**src/rtl/odo_sbox_small_inv_if.sv**
```systemverilog
// Bus bundle for odo_sbox_small_inv: table-load stream, inverse lookup
// request/response and status. The master side is the host that loads the
// table and issues lookups. The slave side is the S-box inverse block.
interface odo_sbox_small_inv_if #(
    parameter int W = 6
);
    logic         load_start;
    logic         load_valid;
    logic [W-1:0] load_addr;
    logic [W-1:0] load_data;
    logic         load_end;
    logic         in_valid;
    logic [W-1:0] in;
    logic         out_valid;
    logic [W-1:0] out;
    logic         ready;
    logic         busy;
    logic         perm_error;
    logic [W:0]   miss_count;

    modport master (
        output load_start, load_valid, load_addr, load_data, load_end,
        output in_valid, in,
        input  out_valid, out, ready, busy, perm_error, miss_count
    );

    modport slave (
        input  load_start, load_valid, load_addr, load_data, load_end,
        input  in_valid, in,
        output out_valid, out, ready, busy, perm_error, miss_count
    );
endinterface

```
**src/rtl/odo_sbox_small_inv.sv**
```systemverilog
// odo_sbox_small_inv: inverse of the 6-bit small S-box.
// The host streams the forward table S(x) in. The block stores inv[S(x)] = x,
// scans the seen bitmap to confirm that the forward map is a permutation, and
// then serves pipelined inverse lookups.
// Optional feature: define ODO_SBOX_INV_PIPE_EN to add an extra output
// register stage, which raises the lookup latency from 1 to 2.
module odo_sbox_small_inv #(
    parameter int W = 6
) (
    input  logic                 clk,
    input  logic                 rst_n,
    odo_sbox_small_inv_if.slave  bus
);
    localparam int DEPTH = 1 << W;

    typedef enum logic [2:0] {
        ST_EMPTY = 3'd0,
        ST_LOAD  = 3'd1,
        ST_CHECK = 3'd2,
        ST_READY = 3'd3,
        ST_ERROR = 3'd4
    } state_t;

    state_t           state_r;
    state_t           state_next_s;
    logic [DEPTH-1:0] seen_r;
    logic [W-1:0]     inv_mem [DEPTH];
    logic [W-1:0]     scan_idx_r;
    logic [W:0]       miss_count_r;
    logic             ready_r;
    logic             busy_r;
    logic             perm_error_r;
    logic             out_valid_r;
    logic [W-1:0]     out_r;

    logic             scan_last_s;
    logic             miss_inc_s;
    logic [W:0]       miss_sum_s;
    logic             write_en_s;
    logic             accept_s;

    // The scan adds one unseen entry per cycle. The final sum, which includes
    // index DEPTH-1, decides whether the block goes to READY or ERROR.
    assign scan_last_s = (state_r == ST_CHECK) && (scan_idx_r == {W{1'b1}});
    assign miss_inc_s  = ~seen_r[scan_idx_r];
    assign miss_sum_s  = miss_count_r + {{W{1'b0}}, miss_inc_s};
    // A restart in the same cycle as a load_valid beat discards that beat.
    assign write_en_s  = (state_r == ST_LOAD) && bus.load_valid && !bus.load_start;
    assign accept_s    = ready_r && bus.in_valid;

    // Next-state selection: load_start from any state restarts the load.
    always_comb begin
        state_next_s = state_r;
        if (bus.load_start) begin
            state_next_s = ST_LOAD;
        end else begin
            case (state_r)
                ST_EMPTY: state_next_s = ST_EMPTY;
                ST_LOAD: begin
                    if (bus.load_end) begin
                        state_next_s = ST_CHECK;
                    end else begin
                        state_next_s = ST_LOAD;
                    end
                end
                ST_CHECK: begin
                    if (scan_last_s) begin
                        if (miss_sum_s == {(W+1){1'b0}}) begin
                            state_next_s = ST_READY;
                        end else begin
                            state_next_s = ST_ERROR;
                        end
                    end else begin
                        state_next_s = ST_CHECK;
                    end
                end
                ST_READY: state_next_s = ST_READY;
                ST_ERROR: state_next_s = ST_ERROR;
                default:  state_next_s = ST_EMPTY;
            endcase
        end
    end

    // State register, seen bitmap, scan counter, miss accumulator and status outputs.
    always_ff @(posedge clk or negedge rst_n) begin
        if (!rst_n) begin
            state_r      <= ST_EMPTY;
            seen_r       <= {DEPTH{1'b0}};
            scan_idx_r   <= {W{1'b0}};
            miss_count_r <= {(W+1){1'b0}};
            ready_r      <= 1'b0;
            busy_r       <= 1'b0;
            perm_error_r <= 1'b0;
        end else begin
            state_r <= state_next_s;
            ready_r <= (state_next_s == ST_READY);
            busy_r  <= (state_next_s == ST_LOAD) || (state_next_s == ST_CHECK);
            if (bus.load_start) begin
                seen_r       <= {DEPTH{1'b0}};
                scan_idx_r   <= {W{1'b0}};
                miss_count_r <= {(W+1){1'b0}};
                perm_error_r <= 1'b0;
            end else begin
                if (write_en_s) begin
                    seen_r[bus.load_data] <= 1'b1;
                end
                if (state_r == ST_CHECK) begin
                    scan_idx_r   <= scan_idx_r + {{(W-1){1'b0}}, 1'b1};
                    miss_count_r <= miss_sum_s;
                    if (scan_last_s) begin
                        perm_error_r <= (miss_sum_s != {(W+1){1'b0}});
                    end
                end
            end
        end
    end

    // Inverse table RAM. It is left unreset because a full reload always
    // precedes any lookup.
    always_ff @(posedge clk) begin
        if (write_en_s) begin
            inv_mem[bus.load_data] <= bus.load_addr;
        end
    end

`ifdef ODO_SBOX_INV_PIPE_EN
    logic         pipe_valid_r;
    logic [W-1:0] pipe_data_r;

    // Two-stage lookup: RAM read register, then output register. Requests
    // that are already in flight drain after ready drops.
    always_ff @(posedge clk or negedge rst_n) begin
        if (!rst_n) begin
            pipe_valid_r <= 1'b0;
            pipe_data_r  <= {W{1'b0}};
            out_valid_r  <= 1'b0;
            out_r        <= {W{1'b0}};
        end else begin
            pipe_valid_r <= accept_s;
            if (accept_s) begin
                pipe_data_r <= inv_mem[bus.in];
            end
            out_valid_r <= pipe_valid_r;
            if (pipe_valid_r) begin
                out_r <= pipe_data_r;
            end
        end
    end
`else
    // Single-stage lookup: registered RAM read. out holds its value between results.
    always_ff @(posedge clk or negedge rst_n) begin
        if (!rst_n) begin
            out_valid_r <= 1'b0;
            out_r       <= {W{1'b0}};
        end else begin
            out_valid_r <= accept_s;
            if (accept_s) begin
                out_r <= inv_mem[bus.in];
            end
        end
    end
`endif

    assign bus.ready      = ready_r;
    assign bus.busy       = busy_r;
    assign bus.perm_error = perm_error_r;
    assign bus.miss_count = miss_count_r;
    assign bus.out_valid  = out_valid_r;
    assign bus.out        = out_r;
endmodule
```
**src/flat_wrapper.sv**
```systemverilog
// flat-port wrapper written by rule: the top's interface ports become plain ports
module odo_sbox_small_inv_flat 
#(
    parameter int W = 6
)
  (clk, rst_n, bus_load_start, bus_load_valid, bus_load_addr, bus_load_data, bus_load_end, bus_in_valid, bus_in, bus_out_valid, bus_out, bus_ready, bus_busy, bus_perm_error, bus_miss_count);
  odo_sbox_small_inv_if #(.W(W)) bus_i ();
  input  logic clk;
  input  logic rst_n;
  input wire logic [$bits(bus_i.load_start)-1:0] bus_load_start;
  input wire logic [$bits(bus_i.load_valid)-1:0] bus_load_valid;
  input wire logic [$bits(bus_i.load_addr)-1:0] bus_load_addr;
  input wire logic [$bits(bus_i.load_data)-1:0] bus_load_data;
  input wire logic [$bits(bus_i.load_end)-1:0] bus_load_end;
  input wire logic [$bits(bus_i.in_valid)-1:0] bus_in_valid;
  input wire logic [$bits(bus_i.in)-1:0] bus_in;
  output wire logic [$bits(bus_i.out_valid)-1:0] bus_out_valid;
  output wire logic [$bits(bus_i.out)-1:0] bus_out;
  output wire logic [$bits(bus_i.ready)-1:0] bus_ready;
  output wire logic [$bits(bus_i.busy)-1:0] bus_busy;
  output wire logic [$bits(bus_i.perm_error)-1:0] bus_perm_error;
  output wire logic [$bits(bus_i.miss_count)-1:0] bus_miss_count;
  assign bus_i.load_start = bus_load_start;
  assign bus_i.load_valid = bus_load_valid;
  assign bus_i.load_addr = bus_load_addr;
  assign bus_i.load_data = bus_load_data;
  assign bus_i.load_end = bus_load_end;
  assign bus_i.in_valid = bus_in_valid;
  assign bus_i.in = bus_in;
  assign bus_out_valid = bus_i.out_valid;
  assign bus_out = bus_i.out;
  assign bus_ready = bus_i.ready;
  assign bus_busy = bus_i.busy;
  assign bus_perm_error = bus_i.perm_error;
  assign bus_miss_count = bus_i.miss_count;
  odo_sbox_small_inv #(.W(W)) u_core (.clk(clk), .rst_n(rst_n), .bus(bus_i));
endmodule
```
**config.mk**
```make
export PLATFORM = sky130hd
export DESIGN_NAME = odo_sbox_small_inv_flat
export DESIGN_NICKNAME = d
export VERILOG_FILES = /design/src/rtl/odo_sbox_small_inv_if.sv /design/src/rtl/odo_sbox_small_inv.sv /design/src/flat_wrapper.sv
export SDC_FILE = /design/constraint.sdc
export NUM_CORES = 1
export LEC_CHECK = 0
export BUFFER_PORTS_ARGS = -buffer_cell sky130_fd_sc_hd__buf_2
export CAP_MARGIN = 10
export CORE_MARGIN = 5
export CORE_UTILIZATION = 25
export CTS_CLUSTER_DIAMETER = 150
export DETAILED_ROUTE_END_ITERATION = 8
export PLACE_DENSITY = 0.4
export REMOVE_ABC_BUFFERS = 1
export SETUP_SLACK_MARGIN = 0.15
export SLEW_MARGIN = 20
export SYNTH_ARGS = -nofsm -noshare
export SYNTH_HDL_FRONTEND = slang
export SYNTH_SLANG_ARGS = --single-unit
```
**constraint.sdc**
```tcl
create_clock -name clk -period 5.3 [get_ports clk]
set_input_delay 0.53 -clock clk [delete_from_list [all_inputs] [get_ports clk]]
set_output_delay 0.53 -clock clk [all_outputs]
set_load 0.01 [all_outputs]
```
==> results of run 1 <==
routing by layer:
metal	share of wire, %	GRT usage (%)	vias up
met1	45	16.2	5183
met5	0.027	0	-
met2	49	19.1	159
met4	1.9	2.76	2
met3	4.0	2.46	63
li1	-	-	4470
registers in the layout, indices dropped and copies added, names as in the netlist:
signal                 flops
u_core.bus.busy            1
u_core.state_r             3
u_core.seen_r             64
u_core.bus.miss_count      7
u_core.bus.out             6
u_core.bus.out_valid       1
u_core.bus.ready           1
u_core.inv_mem           384
u_core.bus.perm_error      1
u_core.scan_idx_r          6
metrics by stage:
stage	utilization (%)	std cells
2_1_floorplan	-	1041
5_1_grt	29.1	2176
4_1_cts	29.1	2176
3_5_place_dp	26.9	2080
3_3_place_gp	26.9	2080
6_report	29.1	2177
worst paths after layout:
path	startpoint	slack [ns]	cells past startpoint	endpoint
worst max-delay path	u_core.scan_idx_r[0]	0.81	12	u_core.bus.busy
worst min-delay path	bus_in[3]	0.42	4	u_core.bus.out[1]
worst max register to register	u_core.scan_idx_r[0]	0.81	12	u_core.bus.busy
worst min register to register	u_core.seen_r[4]	0.54	2	u_core.seen_r[4]
max in group asynchronous	rst_n	3.69	3	u_core.bus.out_valid
min in group asynchronous	rst_n	0.48	2	u_core.bus.ready
report_power, final:
group	total (mW)	internal [mW]	leakage [nW]	switching (mW)
combinational	0.388	0.135	1.64	0.253
clock	3.55	2.06	0.806	1.49
sequential	4.08	4.06	4.69	0.0288
layout make-up:
class	instances	area share, %
Clock buffer	58	6.10
Timing Repair Buffer	62	1.89
Inverter	69	1.17
Clock inverter	37	1.44
Tap cell	978	5.55
Antenna cell	1	0.0113
Multi-Input combinational cell	498	21.4
Sequential cell	474	62.5
worst max-delay path, delay by kind of cell, from the launching register on:
| kind | cells | cell delay [ns] |
|---|---|---|
| muxes | 4 | 1.76 |
| AOI/OAI and AO/OA | 2 | 0.83 |
| DFF | 1 | 0.70 |
| adders and majority gates | 2 | 0.41 |
| and+or+nand+nor | 2 | 0.40 |
| buffers and inverters | 2 | 0.29 |
timing repair:
item / in CTS / in global routing
resized for setup: 0 / 0
endpoints found under the hold margin: 44 / 0
hold buffers: 1 / 0
placed cells by master (no fill, tap or decap), types with 21 or more instances in the layout:
cell       Yosys  layout
inv_1         68      68
nor2b_1       21      21
dfrtp_1       90      90
o22ai_1       82      82
nand2_1       29      29
edfxtp_1     384     384
clkbuf_16      0      53
buf_2         11      37
nor2_1        97      97
mux4_2       100     100
logic make-up (layout without fill, tap and decap cells):
| logic type | after synthesis | after routing | synth area share, % |
|---|---|---|---|
| other cells | 0 | 1 | 0 |
| mux | 127 | 127 | 13.8 |
| compound gates | 147 | 147 | 4.96 |
| simple gates | 211 | 211 | 5.30 |
| xor+xnor | 10 | 10 | 0.459 |
| fa+ha+maj | 3 | 3 | 0.197 |
| buf+inv | 145 | 226 | 3.03 |
| flops | 474 | 474 | 72.3 |
==> metrics.txt, run 1 <==
critical path's slowest cell=dfrtp_1; initial antenna violation count=4; cell-by-cell trace of the critical path=buf_12 > mux4_1 > mux4_2 > mux4_2 > inv_1 > ha_1 > ha_1 > nor4bb_1 > nor3_1 > a211oi_1 > o21a_1 > mux2i_1; Synth area leaders=edfxtp_1 60%, dfrtp_1 12%, mux4_2 12%; worst-margin pin slew=1.03 ns; cell taking the most area after synthesis=edfxtp_1; total track usage=11.7%; share of cells above drive strength 1=21.4%; Final ANT Viol Nets=0; nets@finish=1184; post-DP HPWL=29200 um; Post-synth EDFFs=384; crit start category=register; Final setup viols=0; period utilization=approximately 85%; DR iter-0 viols=681; vias in the first global route=10402; Row Count=101; final setup skew=0.0219 ns; unrepaired setup endpoints after global routing=false; drt pass-1 iters=5; total CTS buffers=52; hold crit path type=in -> reg; status=completed; Max clock buf depth=3; GRT overflow=0; area of the multi-input gates=4710 um^2; design area=22100 um^2; vias=9877; Pwr Total=approximately 8 mW; Mapped Area=roughly 19000 um^2; area grow syn2layout=15.7%; post-route minimum period=around 4.5 ns; Peak VDD IR=around 250 uV; root buf cell=clkbuf_16; P per Cell Area=364 nW/um^2; Hold Slack=between 0.4 and 0.5 ns; pre-CTS setup slack=0.739 ns; CP endpoint kind=register; Synth top cells by count=384 x edfxtp_1, 100 x mux4_2, 97 x nor2_1, 90 x dfrtp_1, 82 x o22ai_1; IO Pins=41; Clock Pin Slew Worst Setup and Hold Paths=0.06 ns; most common cell in the netlist=edfxtp_1; CTS sink cnt=roughly 470; initial core utilization=25.1%; Routed WL per cell=between 20 and 25 um; synth warn=0; number of port buffers=40; FFs w/ async S/R, synth=19.0%; Synth cell types=47; Gate Count Post-Synth=between 1000 and 1500; fillcell total=7521; Critical Path Fanout Max=11; die area=81900 um^2; CTS tree=done; post-CTS setup buffers=0; clk_lat worst skew=0.59 ns; DRT Wirelength=48100 um; register area share after synthesis=~72%; DRC viols=0; #FFs+latches synth=474; Post-DP Area=20400 um^2; register area=13800 um^2; largest net degree at the start of global routing=81; Static Leak=between 7 and 8 nW; GPL Wtd Cong=between 0.7 and 0.8; Synth top area share=60.5%; Max H-tree Level=2; TNS Setup=0 ns; first-pass GRT wire length=approximately 70000 um; synthesized area per cell=about 17 um^2; largest stage delay on the critical path=0.70 ns; Die Height=around 290 um; Max Cap Viol=0; Critical Path RT=5.81 ns; WP data arrival=4.99 ns; core area=75800 um^2; Fin. Hold Viols=0; final setup margin=0.813 ns; Vias/cell=4.54; fmax=223 MHz; max-slew violation count=0; relative slew slack=around 31%; Die Width=between 200 and 300 um; main flop type after synthesis=edfxtp_1; Crit Path Category=reg -> reg
No activity file was read; power rests on OpenSTA's default activity.
==> run 2, diff against run 1 <==
Settings changed: PLACE_DENSITY 0.4 to 0.41.
Clock period 5.3 ns to 4 ns, I/O delays scaled along.
==> metrics.txt, run 2 (synthesized netlist as in run 1, its figures left out) <==
Fin. Hold Viols=0; IO Pins=41; Static Leak=7.25 nW; fmax=259 MHz; Hold Slack=0.276 ns; Die Height=~290 um; Clk pwr share=42.7%; status=completed; share of cells above drive strength 1=23.4%; fillcell total=7554; total CTS buffers=50; max FFs per register=384; first-pass GRT wire length=~73000 um; Pwr Total=around 10 mW; Critical Path RT=4.49 ns; initial core utilization=between 20% and 30%; root buf cell=clkbuf_16; post-DP HPWL=30700 um; Peak VDD IR=between 200 and 300 uV; Layout Cells excl Fill=2199; largest stage delay on the critical path=0.55 ns; Final ANT Viol Nets=0; GRT overflow=0; unrepaired setup endpoints after global routing=true; Crit Path Category=reg -> reg; largest register by flop count=u_core.inv_mem; max-slew violation count=0; initial antenna violation count=0; total track usage=between 10% and 20%; Seq pwr share=51.9%; Placed Cells=2100; Crit path top cell by count=mux4_2; nets@finish=1210; CTS sink cnt=474; GPL Wtd Cong=a little over 0.7; DR iter-0 viols=675; switching share of power=a little over a fifth; post-route minimum period=3.86 ns; number of port buffers=40; crit start category=register; period utilization=96.6%; final setup skew=0.0223 ns; design area=22300 um^2; Reg2Reg Launch Point=u_core.scan_idx_r[0]; P_int=8.11 mW; P_sw=2.28 mW; Diodes inserted=0; CP endpoint kind=register; DRC viols=0; hold crit path type=in -> reg; cell-by-cell trace of the critical path=buf_12 > buf_16 > mux4_2 > mux4_2 > mux4_2 > inv_2 > ha_4 > ha_4 > a2111o_1 > a211oi_2 > buf_4 > o21a_1 > mux2i_1; worst-margin pin slew=1.10 ns; Vias/cell=between 4 and 5; die area=slightly above 80000 um^2; vias in the first global route=10542; largest net degree at the start of global routing=81; Max Cap Viol=0; Final setup viols=0; Comb pwr share=5.3%; CTS tree=done; relative slew slack=26.2%; Clock Pin Slew Worst Setup and Hold Paths=0.06 ns; commonest non-fill, non-tap cell in the layout=edfxtp_1; Die Width=286 um; core area=75800 um^2; WP data arrival=roughly 4.4 ns; Row Count=101; Max H-tree Level=2; most frequent cells in the layout=384 x edfxtp_1, 100 x mux4_2, 97 x nor2_1; drt pass-1 iters=4; DRT Wirelength=a little under 50000 um; Hold Crit Start=bus_in[3]; P per Cell Area=467 nW/um^2; Critical path origin=u_core.scan_idx_r[0]; Max clock buf depth=3; Post-DP Area=20600 um^2; Routed WL per cell=22.6 um; Final Util=between 20% and 30%; area grow syn2layout=16.8%; clk_lat worst skew=around 0.58 ns; critical path's slowest cell=mux4_2; vias=a little over 10000; Critical Path Fanout Max=8
[run 2: cell types whose count changed in the layout (fill, tap and decap cells not counted), sizes merged]
cell | before | now
buf | 61 | 89
clkbuf | 58 | 65
clkinv | 26 | 21
clkinvlp | 3 | 0
bufinv | 5 | 3
inv | 72 | 70
diode | 1 | 0
[run 2: what timing repair did]
action | 4_1_cts | 5_1_grt
endpoints found under the hold margin | 50 | 0
buffers inserted | 5 | 1
pin swaps | 2 | 1
resized for setup | 11 | 1
hold buffers | 1 | 0
endpoints found under the setup margin | 4 | 6
gates cloned | 2 | 0
[run 2: power by group through the flow]
stage / registers, mW / clock network, mW / logic (mW)
6_report: 5.40 / 4.44 / 0.554
5_1_grt: 5.40 / 4.78 / 0.604
4_1_cts: 5.40 / 4.59 / 0.569
3_5_place_dp: 5.50 / 0 / 0.551
3_3_place_gp: 5.50 / 0 / 0.547
2_1_floorplan: 5.51 / 0 / 0.204
[run 2: critical path: cells and delay by family (launching register included)]
family / cells / cell delay [ns]
multiplexers: 4 / 1.73
buffers and inverters: 4 / 0.52
adder cells (fa/ha/maj): 2 / 0.35
AO/OA/AOI/OAI: 3 / 0.69
flip-flops: 1 / 0.48
[run 2: worst paths after layout]
check,end,depth (start not counted),slack (ns)
worst min-delay path,u_core.bus.out[0],4,0.28
worst max-delay path,u_core.bus.busy,13,0.14
worst min register to register,u_core.bus.out[3],2,0.53
min in group asynchronous,u_core.bus.miss_count[2],2,0.41
worst max register to register,u_core.bus.busy,13,0.14
max in group asynchronous,u_core.seen_r[33],3,2.77
[run 2: layout make-up]
cell class | instances | area, um^2 | share of cell area (%)
clock buffer | 65 | 1340 | 6.01
clock inverter | 25 | 189 | 0.848
inverter | 69 | 259 | 1.16
multi-input combinational | 498 | 4760 | 21.4
sequential | 474 | 13800 | 61.9
tap | 978 | 1220 | 5.49
timing repair buffer | 90 | 717 | 3.22
[run 2: metal layers]
| layer | part of all wire [%] | vias up | track usage [%] |
|---|---|---|---|
| met2 | 49 | 161 | 20.1 |
| met5 | 0 | - | 0 |
| met3 | 3.5 | 61 | 2.04 |
| li1 | - | 4501 | - |
| met4 | 1.7 | 0 | 2.78 |
| met1 | 45 | 5336 | 16.4 |
[run 2: through the flow]
| step | setup WS (ns) | setup TNS (ns) |
|---|---|---|
| 6_report | 0.136 | 0 |
| 5_1_grt | 0.00558 | 0 |
| 4_1_cts | 0.155 | 0 |
| 3_5_place_dp | 0.000215 | 0 |
| 3_3_place_gp | 0.0683 | 0 |
| 2_1_floorplan | -0.0435 | -0.0435 |
